$ cat src/rtl/i2s_adc_rx.sv
// rtl/i2s_adc_rx.sv - I2S ADC capture: oversampled bclk/adclrc/adcdat, MSB-first deserializer, stereo pair handshake
module i2s_adc_rx #(
    parameter int DATA_WIDTH  = 16,
    parameter int SYNC_STAGES = 2
) (
    input  logic                  mclk,
    input  logic                  rst,
    input  logic                  bclk,
    input  logic                  adclrc,
    input  logic                  adcdat,
    output logic [DATA_WIDTH-1:0] out_left,
    output logic [DATA_WIDTH-1:0] out_right,
    output logic                  out_valid,
    input  logic                  out_ready,
    output logic                  frame_err,
    output logic                  overrun
);

    localparam int CW = $clog2(DATA_WIDTH + 1);

    typedef enum logic [1:0] {IDLE, SHIFT, WAIT} state_t;

    logic [SYNC_STAGES-1:0] r_bclk_sync;
    logic [SYNC_STAGES-1:0] r_lrc_sync;
    logic [SYNC_STAGES-1:0] r_dat_sync;
    logic                   r_bclk_d;
    logic                   r_lrc_prev;
    state_t                 r_state;
    logic [CW-1:0]          r_cnt;
    logic [DATA_WIDTH-1:0]  r_shift;
    logic [DATA_WIDTH-1:0]  r_left_hold;
    logic                   r_left_ok;

    logic                   w_bclk_s;
    logic                   w_lrc_s;
    logic                   w_dat_s;
    logic                   w_rise;
    logic                   w_boundary;
    logic                   w_last;
    logic [DATA_WIDTH-1:0]  w_word;

    // All three inputs share the same synchronizer depth so they stay aligned.
    always_ff @(posedge mclk or posedge rst) begin
        if (rst) begin
            r_bclk_sync <= '0;
            r_lrc_sync  <= '0;
            r_dat_sync  <= '0;
            r_bclk_d    <= 1'b0;
        end else begin
            r_bclk_sync <= {r_bclk_sync[SYNC_STAGES-2:0], bclk};
            r_lrc_sync  <= {r_lrc_sync[SYNC_STAGES-2:0], adclrc};
            r_dat_sync  <= {r_dat_sync[SYNC_STAGES-2:0], adcdat};
            r_bclk_d    <= r_bclk_sync[SYNC_STAGES-1];
        end
    end

    assign w_bclk_s   = r_bclk_sync[SYNC_STAGES-1];
    assign w_lrc_s    = r_lrc_sync[SYNC_STAGES-1];
    assign w_dat_s    = r_dat_sync[SYNC_STAGES-1];
    assign w_rise     = w_bclk_s & ~r_bclk_d;
    assign w_boundary = w_rise & (w_lrc_s != r_lrc_prev);
    assign w_last     = (r_cnt == CW'(DATA_WIDTH - 1));
    assign w_word     = {r_shift[DATA_WIDTH-2:0], w_dat_s};

    always_ff @(posedge mclk or posedge rst) begin
        if (rst) begin
            r_lrc_prev  <= 1'b0;
            r_state     <= IDLE;
            r_cnt       <= '0;
            r_shift     <= '0;
            r_left_hold <= '0;
            r_left_ok   <= 1'b0;
            out_left    <= '0;
            out_right   <= '0;
            out_valid   <= 1'b0;
            frame_err   <= 1'b0;
            overrun     <= 1'b0;
        end else begin
            frame_err <= 1'b0;
            overrun   <= 1'b0;
            if (w_rise)
                r_lrc_prev <= w_lrc_s;
            if (out_valid && out_ready)
                out_valid <= 1'b0;

            case (r_state)
                IDLE: begin
                    if (w_boundary && !w_lrc_s) begin
                        r_state   <= SHIFT;
                        r_cnt     <= '0;
                        r_shift   <= '0;
                        r_left_ok <= 1'b0;
                    end
                end
                SHIFT: begin
                    if (w_boundary) begin
                        // Short slot: partial word dropped, pair invalidated.
                        frame_err <= 1'b1;
                        r_left_ok <= 1'b0;
                        r_cnt     <= '0;
                        r_shift   <= '0;
                    end else if (w_rise) begin
                        r_shift <= w_word;
                        if (w_last) begin
                            r_cnt   <= '0;
                            r_state <= WAIT;
                            if (!w_lrc_s) begin
                                r_left_hold <= w_word;
                                r_left_ok   <= 1'b1;
                            end else if (r_left_ok) begin
                                out_left  <= r_left_hold;
                                out_right <= w_word;
                                out_valid <= 1'b1;
                                r_left_ok <= 1'b0;
                                if (out_valid && !out_ready)
                                    overrun <= 1'b1;
                            end
                        end else begin
                            r_cnt <= r_cnt + 1'b1;
                        end
                    end
                end
                WAIT: begin
                    if (w_boundary) begin
                        r_state <= SHIFT;
                        r_cnt   <= '0;
                        r_shift <= '0;
                        if (!w_lrc_s)
                            r_left_ok <= 1'b0;
                    end
                end
                default: r_state <= IDLE;
            endcase
        end
    end

endmodule

$ cat config.mk
export PLATFORM = sky130hd
export DESIGN_NAME = i2s_adc_rx
export DESIGN_NICKNAME = d
export VERILOG_FILES = /design/src/rtl/i2s_adc_rx.sv
export SDC_FILE = /design/constraint.sdc
export NUM_CORES = 1
export LEC_CHECK = 0
export CORE_MARGIN = 8
export CORE_UTILIZATION = 49
export DETAILED_ROUTE_END_ITERATION = 7
export PLACE_DENSITY = 0.75
export SYNTH_ARGS = -nofsm -noshare
export SYNTH_HDL_FRONTEND = slang
export SYNTH_SLANG_ARGS = --single-unit
$ cat constraint.sdc
create_clock -name mclk -period 2.25 [get_ports mclk]
set_clock_uncertainty 0.05 [all_clocks]
set_input_delay 0.225 -clock mclk [delete_from_list [all_inputs] [get_ports mclk]]
set_output_delay 0.225 -clock mclk [all_outputs]
set_load 0.01 [all_outputs]
== Yosys cells after proc, flatten, opt, wreduce, memory -nomap -nowiden ==
Index checks and enable logic that the tools add are counted.
Word-level totals
  flip-flop bits (word level): 82
  bits of input ports: 6
  output and inout bits: 35
  word-level logic and storage cells: 86
Cells by class
  add/sub/neg operators: 1
  equality and inequality tests: 12
  multiplexer cells: 41
  bitwise logic cells: 5
  reductions and logical operators: 12
Operators by type and width (number)
  $mux W15: 4
  $pmux W15 S3: 1
  $mux W5: 5
  $mux W1: 23
  $pmux W5 S3: 1
  $ne A2 B2 Y1 const B: 6
  $reduce_and A6 Y1: 2
  $mux W2: 5
  $reduce_and A5 Y1: 2
  $ne A3 B3 Y1 const B: 2
  $pmux W2 S3: 1
  $add A5 B1 Y5 const B: 1
  $eq A5 B4 Y1 const B: 1
  $reduce_and A4 Y1: 1
  $logic_and A1 B1 Y1: 3
  $not A1 Y1: 3
  $pmux W1 S3: 1
  $reduce_bool A3 Y1: 1
  $and A1 B1 Y1: 2
  $eq A2 B1 Y1 const B: 1
  $eq A2 B2 Y1 const B: 1
  $logic_not A1 Y1: 2
  $logic_not A2 Y1: 1
  $ne A1 B1 Y1: 1

== Longest topological paths before layout ==
Gate-level depths: netlist of the first run.
  depth in word-level cells: 9
  mapped depth: 7
  gate-level depth less buffers: 5

== Worst setup path after synthesis of the first run ==
No wires, ideal clock.
  kind: reg-to-reg
  start: register r_cnt[0]
  end: register r_left_hold[0]
  setup time: 125 ps
  arrival: 1859 ps
  data required time: 2075 ps
  setup slack: 216 ps
  cell stages (with the launch flop): 8
  buffers on the path: 2
  clock period less this slack: 2034 ps
  cell sequence: dfrtp_1 > ha_1 > and4b_4 > nand2_2 > or4_4 > buf_6 > buf_12 > mux2_4
On the way
  longest elaborated chain between the ends: 2
Ends and longest elaborated chain
  start: declaration: line 29  | logic [CW-1:0] r_cnt;
  start signal: assignment: line 119  | r_cnt <= r_cnt + 1'b1;
  $eq A5 B4 Y1: line 62  | assign w_last = (r_cnt == CW'(DATA_WIDTH - 1));
  $reduce_and A5 Y1 (no line)
  end signal: assignment: line 108  | r_left_hold <= w_word;
  end: declaration: line 31  | logic [DATA_WIDTH-1:0] r_left_hold;
Every way passes these cells.
A chain may end at the register's enable or synchronous reset.

== Worst setup path in the final report of the first run ==
  start: register r_cnt[0]
  end: register r_left_hold[14]
The elaborated chain is that of the path after synthesis.

==> impl_metrics.toml, run 1 <==
[outcome]
status = "complete, no violations"

[sta]
hold_slack_ns = 0.1651
rsz0062_at_grt = "no"
timing.setup.tns_ns = 0
setup_viol = 0
hold_viol_final = 0
max_clock_freq_ghz = 0.4671
fin_crit_sh_pct = 95.15
finalCriticalPeriod_ns = 2.141
final-max-slew-violation-count = 0
tightest_slew_ns = 0.6514
relSlewSlack_pct = 56.53

[power]
internal-power_uw = 2179
pwr-share-clk_pct = 37.7
power_frac_comb_pct = 7.5
vdd_drop_max_mv = 0.4344
leakage_uw = 0.001884
total_power_uw = 2937
switching_share_pct = 25.81
p_sw_uw = 757.9
power_frac_seq_pct = 54.8
power_density_nw_per_um2 = 759.5

[die]
initial_core_util_pct = 50.16
rows = 29
fp.dieH_um = 96.39
coreArea_um2 = 6314
io_pins = 41
die_x_um = 96.39
die_area_um2 = 9291

[clocking]
htree_levels = 3
post_cts_buffers = 0
cts_buffers = 9
cts_tree = "yes"
cts_max_path_buffers = 2
clk_latency_ns = 0.35
path_clk_slew_ns = 0.09
cts_hold_buf = 0
clock-sinks = 82
clockRootBuffer = "clkbuf_8"

[layout]
drive_gt1_share_pct = 29.07
post-route-util_pct = 61.24
nFillCells = 490
fin_area_um2 = 3866
area_growth_pct = 22.09
final_nets = 260
antenna_cells = 0

[setup_path]
endpoint_kind = "register"
reg2reg_slack_ns = 0.11
required_ns = 2.44
crit_slowest_cell = "or4_4"
r2r_cells = 5
cp_slowest_stage_delay_ns = 0.62
critPathLaunchType = "register"
cp_data_arrival_time_ns = 2.33
crit_fanout = 17
crit_chain = "ha_1, and4b_4, nand2_2, or4_4, mux2_1"
critPathKind = "reg -> reg"

[run]
cap_violations = 0

[global_route]
grt_first_pass_wirelength_um = 9342
grt_start_max_net_pins = 46
antenna_found_initial = 0
grt_pass1_vias = 1855
grt_overflow_total = 0
groute.usage.overall_pct = 13.34

[synthesis]
yosysTopAreaCellShare_pct = 64.80
ys_types = 38
synthCells = 208
ys.flop_type = "dfrtp_1"
synth_area_per_cell_um2 = 15.22
yosysWarnings = 0
synth_nets = 215
synth-seq-area-share_pct = 64.80
synth_top_area_cell = "dfrtp_1"
synthMostInstantiatedCell = "dfrtp_1"
synth-seq-cells = 82
yosys-top-cells-area = "dfrtp_1 65%, mux2_2 14%, a22o_1 4.4%, mux2_4 4.3%, nand2b_1 0.99%"
synth_area_um2 = 3167
synth_edf_count = 0
synthArstFlopShare_pct = 100.0
yosys-top-cells-count = "82 x dfrtp_1, 38 x mux2_2, 16 x a22o_1"

[detailed_routing]
detail-route-antenna-nets = 0
wl_per_cell_um = 16.81
drt_iter0_drc = 119
via_per_inst = 5.364
dr_total_vias = 1797
first_pass_iters = 4
drt-total-wl_um = 5632
drc_errors = 0

[min_path]
hp-class = "in -> async"

[place]
port_buffers = 40
gp_congestion = 0.8467
hpwl_um = 3629
placed_area_um2 = 3654
-- state kept, by name (all words and copies together), names as in the netlist --
| name | flops |
|---|---|
| frame_err | 1 |
| r_bclk_d | 1 |
| r_bclk_sync | 2 |
| overrun | 1 |
| r_dat_sync | 2 |
| r_left_ok | 1 |
| out_left | 16 |
| r_cnt | 5 |
| r_lrc_sync | 2 |
| out_valid | 1 |
| r_shift | 15 |
| out_right | 16 |
| r_lrc_prev | 1 |
| r_left_hold | 16 |
| r_state | 2 |
-- cell families after synthesis --
group | synth area share (%)
multiplexers | 18.14
buffers and inverters | 2.568
AO/OA/AOI/OAI | 7.863
XOR/XNOR | 0.5532
adder cells (fa/ha/maj) | 0.3950
flip-flops | 64.80
AND/OR/NAND/NOR | 5.690
-- power by group through the flow --
stage | registers, uW | clock network (uW) | logic [uW]
2_1_floorplan | 1610 | 0 | 171
3_3_place_gp | 1630 | 0 | 208
3_5_place_dp | 1640 | 0 | 219
4_1_cts | 1610 | 1130 | 219
5_1_grt | 1620 | 1190 | 250
6_report | 1610 | 1110 | 219
-- critical path: cells and delay by family (launching register included) --
kind | cells | cell delay (ns)
fa+ha+maj | 1 | 0.22
simple gates | 3 | 1.01
flops | 1 | 0.39
mux | 1 | 0.36
-- placed cells by master (no fill, tap or decap), types with 2 or more instances in the layout --
cell type | synthesis | layout
clkbuf_8 | 0 | 10
nor2_1 | 3 | 2
nand2_1 | 7 | 7
buf_4 | 0 | 4
nand3_1 | 2 | 2
inv_6 | 0 | 2
and2b_1 | 2 | 2
o21ai_0 | 5 | 5
dfrtp_1 | 82 | 82
a31oi_1 | 2 | 2
clkdlybuf4s50_1 | 0 | 40
inv_1 | 3 | 2
nor3_1 | 2 | 2
clkinv_4 | 0 | 2
mux2_4 | 9 | 9
clkinvlp_4 | 0 | 2
mux2_2 | 38 | 38
a22o_1 | 16 | 16
nand2b_1 | 5 | 5
-- metrics by stage --
stage	std cells	setup slack, ns
after floorplan	208	0.2162
after global placement	319	0.1336
after detailed placement	319	0.1320
after CTS	335	0.1098
after global routing	335	0.04126
final	335	0.1090
-- timing repair --
| action | CTS | global route |
|---|---|---|
| resized for setup | 0 | 1 |
| setup endpoints to repair | 0 | 16 |
| endpoints found under the hold margin | 0 | 0 |
-- path summary, 6_finish.rpt --
kind | startpoint | end
setup / recovery | r_cnt[0] | r_left_hold[14]
hold / removal | rst | out_left[2]
setup reg to reg | r_cnt[0] | r_left_hold[14]
hold reg to reg | r_dat_sync[0] | r_dat_sync[1]
max in group asynchronous | rst | r_bclk_sync[1]
min in group mclk | bclk | r_bclk_sync[0]
-- metal layers --
| layer | global-route usage [%] | routed length (um) | share of wire, % |
|---|---|---|---|
| met2 | 18.90 | 2497 | 44 |
| met3 | 5.100 | 417 | 7.4 |
| met4 | 6.810 | 77 | 1.4 |
| met1 | 17.49 | 2640 | 47 |
| met5 | 0 | 0 | 0 |
-- area by class of cell --
type                            instances  area, um2  area share [%]
Clock buffer                           10      137.6           3.560
Clock inverter                          6      72.57           1.877
Inverter                                3      15.01          0.3883
Multi-Input combinational cell        112       1042           26.96
Sequential cell                        82       2052           53.07
Tap cell                               77      96.34           2.492
Timing Repair Buffer                   45      450.4           11.65
No activity file was read; power rests on OpenSTA's default activity.
==> run 2, diff against run 1 <==
--- a/config.mk
+++ b/config.mk
@@ -5,8 +5,9 @@
 export SDC_FILE = /design/constraint.sdc
 export NUM_CORES = 1
 export LEC_CHECK = 0
+export ABC_AREA = 1
 export CORE_MARGIN = 8
-export CORE_UTILIZATION = 49
+export CORE_UTILIZATION = 50
 export DETAILED_ROUTE_END_ITERATION = 7
 export PLACE_DENSITY = 0.75
 export SYNTH_ARGS = -nofsm -noshare
==> run 2 against run 1 <==
  * Sequential power is essentially flat
  * Via count grew 50%
  * Sequential share of layout area shrank 6.3 points
  * Total power grew 9.7%
  * Clock-buffer cell count shrank 1
  * Cell area grew 13%
  * Synthesized cell count grew 110%
  * Combinational power grew 11%
  * Core utilization shrank 0.086 points
  * Critical path type unchanged
  * Largest power group unchanged
==> impl_metrics.toml, run 2 <==
[place]
dp.cells = 556
hpwl_um = 4706
gp_congestion = 0.7958
placed_area_um2 = 4134
port_buffers = 40

[synthesis]
synthCells = 428
synth_nets = 435
synth-seq-area-share_pct = 55.78
ys_types = 24
yosysTopAreaCellShare_pct = 55.78
synth-seq-cells = 82
yosysWarnings = 0
synth_area_per_cell_um2 = 8.595
synth_area_um2 = 3679
synthArstFlopShare_pct = 100.0
yosys-top-cells-count = "118 x nand2_1, 91 x inv_1, 82 x dfrtp_1"
synth_edf_count = 0
synthMostInstantiatedCell = "nand2_1"
ys.flop_type = "dfrtp_1"
synth_top_area_cell = "dfrtp_1"
yosys-top-cells-area = "dfrtp_1 56%, nand2_1 12%, inv_1 9.3%, nand3_1 7.6%, nand3b_1 3.7%"

[power]
power_density_nw_per_um2 = 734.4
switching_share_pct = 23.04
leakage_uw = 0.002471
p_sw_uw = 742.5
internal-power_uw = 2480
vdd_drop_max_mv = 0.3937
power_frac_comb_pct = 7.5
power_frac_seq_pct = 50.7
total_power_uw = 3222
pwr-share-clk_pct = 41.7

[die]
coreArea_um2 = 7176
initial_core_util_pct = 51.26
io_pins = 41
fp.dieH_um = 101.8
rows = 31
die_x_um = 101.8
die_area_um2 = 10360

[detailed_routing]
drc_errors = 0
drt-total-wl_um = 6794
via_per_inst = 4.709
dr_total_vias = 2689
detail-route-antenna-nets = 0
drt_iter0_drc = 110
first_pass_iters = 4
wl_per_cell_um = 11.90

[setup_path]
cp_data_arrival_time_ns = 1.99
timing.rr.end = "r_left_hold[15]"
endpoint_kind = "register"
critPathLaunchType = "register"
cpLargestDelayFamily = "simple AND/OR/NAND/NOR gates"
r2r_start = "r_lrc_sync[1]"
required_ns = 2.43
crit_slowest_cell = "dfrtp_1"
crit_path_frequent_cell = "nand2_1"
reg2reg_slack_ns = 0.45
crit_buf_inv = 0
crit_fanout = 17
r2r_cells = 7
cp_slowest_stage_delay_ns = 0.56
crit_chain = "nand2_1, nand3_2, nand2_2, nor2_4, nand2_4, nand2_1, nand2_1"
critPathKind = "reg -> reg"

[sta]
relSlewSlack_pct = 60.10
setup_viol = 0
rsz0062_at_grt = "no"
finalCriticalPeriod_ns = 1.804
hold_slack_ns = 0.2370
tightest_slew_ns = 0.5972
max_clock_freq_ghz = 0.5544
final-max-slew-violation-count = 0
fin_crit_sh_pct = 80.17
timing.setup.tns_ns = 0
hold_viol_final = 0

[outcome]
status = "complete, no violations"

[global_route]
grt-busiest-layer = "met2"
use_met2_pct = 24.14
grt_first_pass_wirelength_um = 12170
antenna_found_initial = 0
grt_pass1_vias = 2723
groute.usage.overall_pct = 14.79
grt_start_max_net_pins = 38
grt_overflow_total = 0
use_met3_pct = 2.543
grt_util_met1_pct = 18.25

[clocking]
post_cts_buffers = 0
clockRootBuffer = "clkbuf_8"
clock-sinks = 82
clk_latency_ns = 0.35
path_clk_slew_ns = 0.08
cts_buffers = 9
cts_hold_buf = 0
htree_levels = 3
cts_tree = "yes"
ctsResizeCount = 0
cts_max_path_buffers = 2

[layout]
final_common_cell = "nand2_1"
final_nets = 475
nFillCells = 618
multi_input_area_um2 = 1144
antenna_cells = 0
layout.cells.non_filler = 571
drive_gt1_share_pct = 8.051
area_growth_pct = 19.29
largestRegisters = "out_left: 16 flops, out_right: 16 flops, r_left_hold: 16 flops"
seq_area_um2 = 2052
layout_common_cells = "118 x nand2_1, 90 x inv_1, 82 x dfrtp_1"
fin_area_um2 = 4388

[min_path]
hp-class = "in -> async"

[run]
cap_violations = 0
run 2: power groups by stage:
stage / combinational [uW] / sequential, uW / clock, uW
after detailed placement: 244 / 1660 / 0
after global placement: 235 / 1660 / 0
after global routing: 287 / 1650 / 1430
after floorplan: 196 / 1640 / 0
final: 242 / 1640 / 1340
after CTS: 248 / 1630 / 1380
run 2: how the worst max path moves through the flow:
stage                        from               to  cells after the start
floorplan           r_lrc_sync[1]   r_left_hold[0]                     10
global placement    r_lrc_sync[1]  r_left_hold[12]                      7
detailed placement  r_lrc_sync[1]  r_left_hold[10]                      7
CTS                 r_lrc_sync[1]  r_left_hold[15]                      7
global route        r_lrc_sync[1]  r_left_hold[15]                      7
finish              r_lrc_sync[1]  r_left_hold[15]                      7
run 2: worst reg2reg max path, cell delays in order (launching register included):
cell and delay, ns:
dfrtp_1 0.56, nand2_1 0.14, nand3_2 0.15, nand2_2 0.09, nor2_4 0.31, nand2_4 0.21
nand2_1 0.12, nand2_1 0.06
run 2: layer usage:
metal  vias to the layer above  part of all wire [%]  wire length (um)
met2                        49                    46              3152
met1                      1260                    47              3186
li1                       1372                     -                 -
met5                         -                     0                 0
met3                         8                   5.6               382
met4                         0                   1.0                71
run 2: kinds of logic after synthesis:
| family | Yosys count | synth area share, % |
|---|---|---|
| fa+ha+maj | 1 | 0.3401 |
| simple gates | 214 | 27.93 |
| flops | 82 | 55.78 |
| compound gates | 19 | 2.585 |
| buf+inv | 111 | 13.13 |
| xor+xnor | 1 | 0.2381 |
run 2: through the flow:
stage          setup slack (ns)  utilization, %
2_1_floorplan            0.8272               -
3_3_place_gp             0.5172           57.61
3_5_place_dp             0.4872           57.61
4_1_cts                  0.4238           61.15
5_1_grt                  0.2472           61.15
6_report                 0.4461           61.15
run 2: layout make-up:
class	instances	area share, %
clock buffer	9	2.823
clock inverter	6	2.966
inverter	94	8.127
multi-input combinational	235	26.06
sequential	82	46.76
tap	99	2.823
timing repair buffer	46	10.44
==> run 3, diff against run 2 <==
==> constraint.sdc (replaced) <==
create_clock -name mclk -period 1.55 [get_ports mclk]
set_clock_uncertainty 0.05 [all_clocks]
set_input_delay 0.155 -clock mclk [delete_from_list [all_inputs] [get_ports mclk]]
set_output_delay 0.155 -clock mclk [all_outputs]
set_load 0.01 [all_outputs]
==> run 3 against run 2 <==
  * The run now ends with negative setup slack left
  * Hold slack got worse by 0.15 ns
  * Global-route usage increased by 0.33 points
  * Cell area increased by 15%
  * Via count increased by 10%
  * Routed wire length increased by 27%
  * Die area unchanged
  * Non-clock buffer count increased by 38
  * Worst setup slack got worse by 0.48 ns
==> impl_metrics.toml, run 3 (same netlist as run 2, synthesis figures left out) <==
[layout]
post-route-util_pct = 70.15
drive_gt1_share_pct = 25.78
antenna_cells = 0
final_nets = 515
area_growth_pct = 36.84
final_common_cell = "inv_1"
largestRegisters = "out_left: 16 flops, out_right: 16 flops, r_left_hold: 16 flops"
fin_area_um2 = 5034
layout_common_cells = "83 x inv_1, 81 x dfrtp_1, 80 x nand2_1"

[power]
leakage_uw = 0.002648
vdd_drop_max_mv = 0.6348
power_density_nw_per_um2 = 872.8

[clocking]
clk_latency_ns = 0.35
cts_tree = "yes"
path_clk_slew_ns = 0.08
clockRootBuffer = "clkbuf_8"
cts_buffers = 9
cts_max_path_buffers = 2
clock-sinks = 82
cts_hold_buf = 0
htree_levels = 3

[global_route]
grt_overflow_total = 0
grt_first_pass_wirelength_um = 12380
grt_start_max_net_pins = 32
groute.usage.overall_pct = 15.12
antenna_found_initial = 0
grt_pass1_vias = 2760

[setup_path]
cp_slowest_stage_delay_ns = 0.40
critPathKind = "reg -> reg"
crit_buf_inv = 4
timing.rr.end = "out_right[9]"
crit_chain = "inv_2, nand4_4, nor3_4, buf_12, nand2_8, buf_12, nand2_2, nand2_2, inv_1"
crit_slowest_cell = "dfrtp_1"
cp_data_arrival_time_ns = 1.82
crit_fanout = 7
r2r_cells = 9
reg2reg_slack_ns = -0.04
r2r_start = "r_state[1]"
crit_start = "r_state[1]"
critPathLaunchType = "register"
endpoint_kind = "register"
required_ns = 1.79
cpLargestDelayFamily = "simple AND/OR/NAND/NOR gates"

[sta]
relSlewSlack_pct = 76.09
max_clock_freq_ghz = 0.6304
setup_viol = 27
setup_slack_ns = -0.03628
fin_crit_sh_pct = 102.3
tightest_slew_ns = 0.3579
rsz0062_at_grt = "yes"
finalCriticalPeriod_ns = 1.586
final-max-slew-violation-count = 0
hold_viol_final = 0

[place]
gp_congestion = 0.8166
port_buffers = 40
dp_slack_ns = -0.005761
placed_area_um2 = 4312
hpwl_um = 5022

[min_path]
hp-class = "in -> async"

[die]
coreArea_um2 = 7176
die_area_um2 = 10360
io_pins = 41
initial_core_util_pct = 51.26
fp.dieH_um = 101.8
die_x_um = 101.8
rows = 31

[outcome]
failed_checks = "negative setup slack"
status = "finished, violations left"

[run]
cap_violations = 0

[detailed_routing]
detail-route-antenna-nets = 0
first_pass_iters = 4
drt_iter0_drc = 178
dr_total_vias = 2964
via_per_inst = 4.851
wl_per_cell_um = 14.08
drt-total-wl_um = 8602
drc_errors = 0
-- run 3: cell count changes in the layout (fill, tap and decap cells not counted), moves of 4 or more --
cell     delta
nand2_1    -38
buf_6       +8
inv_1       -7
nand3_2     +4
buf_12      +7
buf_4      +20
nand3_1     -5
nand2_4     +6
nand2_2    +31
inv_2       +6
-- run 3: timing repair --
action | in CTS | in global routing
setup buffers | 0 | 23
resized for setup | 1 | 78
gates cloned | 0 | 5
setup endpoints to repair | 1 | 66
pin swaps | 0 | 15
-- run 3: how the worst max path moves through the flow --
stage	endpoint	slack, ns	depth (start not counted)
after floorplan	r_left_hold[0]	0.13	10
final	out_right[9]	-0.04	9
after global placement	overrun	0.03	7
after CTS	r_left_hold[4]	0.007	8
after detailed placement	overrun	-0.006	7
after global routing	r_left_hold[5]	-0.10	9
-- run 3: layout make-up --
class,instances,area (um2)
timing repair buffer,84,913.4
multi-input combinational,237,1400
clock buffer,10,127.6
fill,528,2142
tap,99,123.9
inverter,94,359.1
sequential,82,2053
clock inverter,5,56.30
-- run 3: layer usage --
| metal | global-route usage [%] | wire length, um |
|---|---|---|
| met5 | 0 | 0 |
| met4 | 7.216 | 200 |
| met3 | 3.368 | 444 |
| met2 | 24.09 | 4373 |
| met1 | 19.02 | 3584 |
-- run 3: worst reg2reg max path: cells and delay by family, from the launching register on --
family / cells / cell delay (ns)
buffers and inverters: 4 / 0.49
DFF: 1 / 0.40
and+or+nand+nor: 5 / 0.58
-- run 3: power by group --
part / leakage [uW] / total (uW) / switching, uW / internal (uW)
combinational: 0.00144 / 499 / 277 / 223
sequential: 0.00111 / 2410 / 151 / 2260
clock: 0.0000921 / 1490 / 752 / 734
-- run 3: per-stage QoR --
| step | hold WS (ns) | instances | power [uW] | TNS [ns] |
|---|---|---|---|---|
| final | 0.08753 | 611 | 4393 | -0.3554 |
| after global routing | 0.09727 | 611 | 4588 | -3.406 |
| after global placement | 0.2822 | 568 | 2781 | 0 |
| after floorplan | 0.1364 | 428 | 2666 | 0 |
| after detailed placement | 0.2847 | 568 | 2803 | -0.005761 |
| after CTS | 0.08548 | 583 | 4266 | 0 |
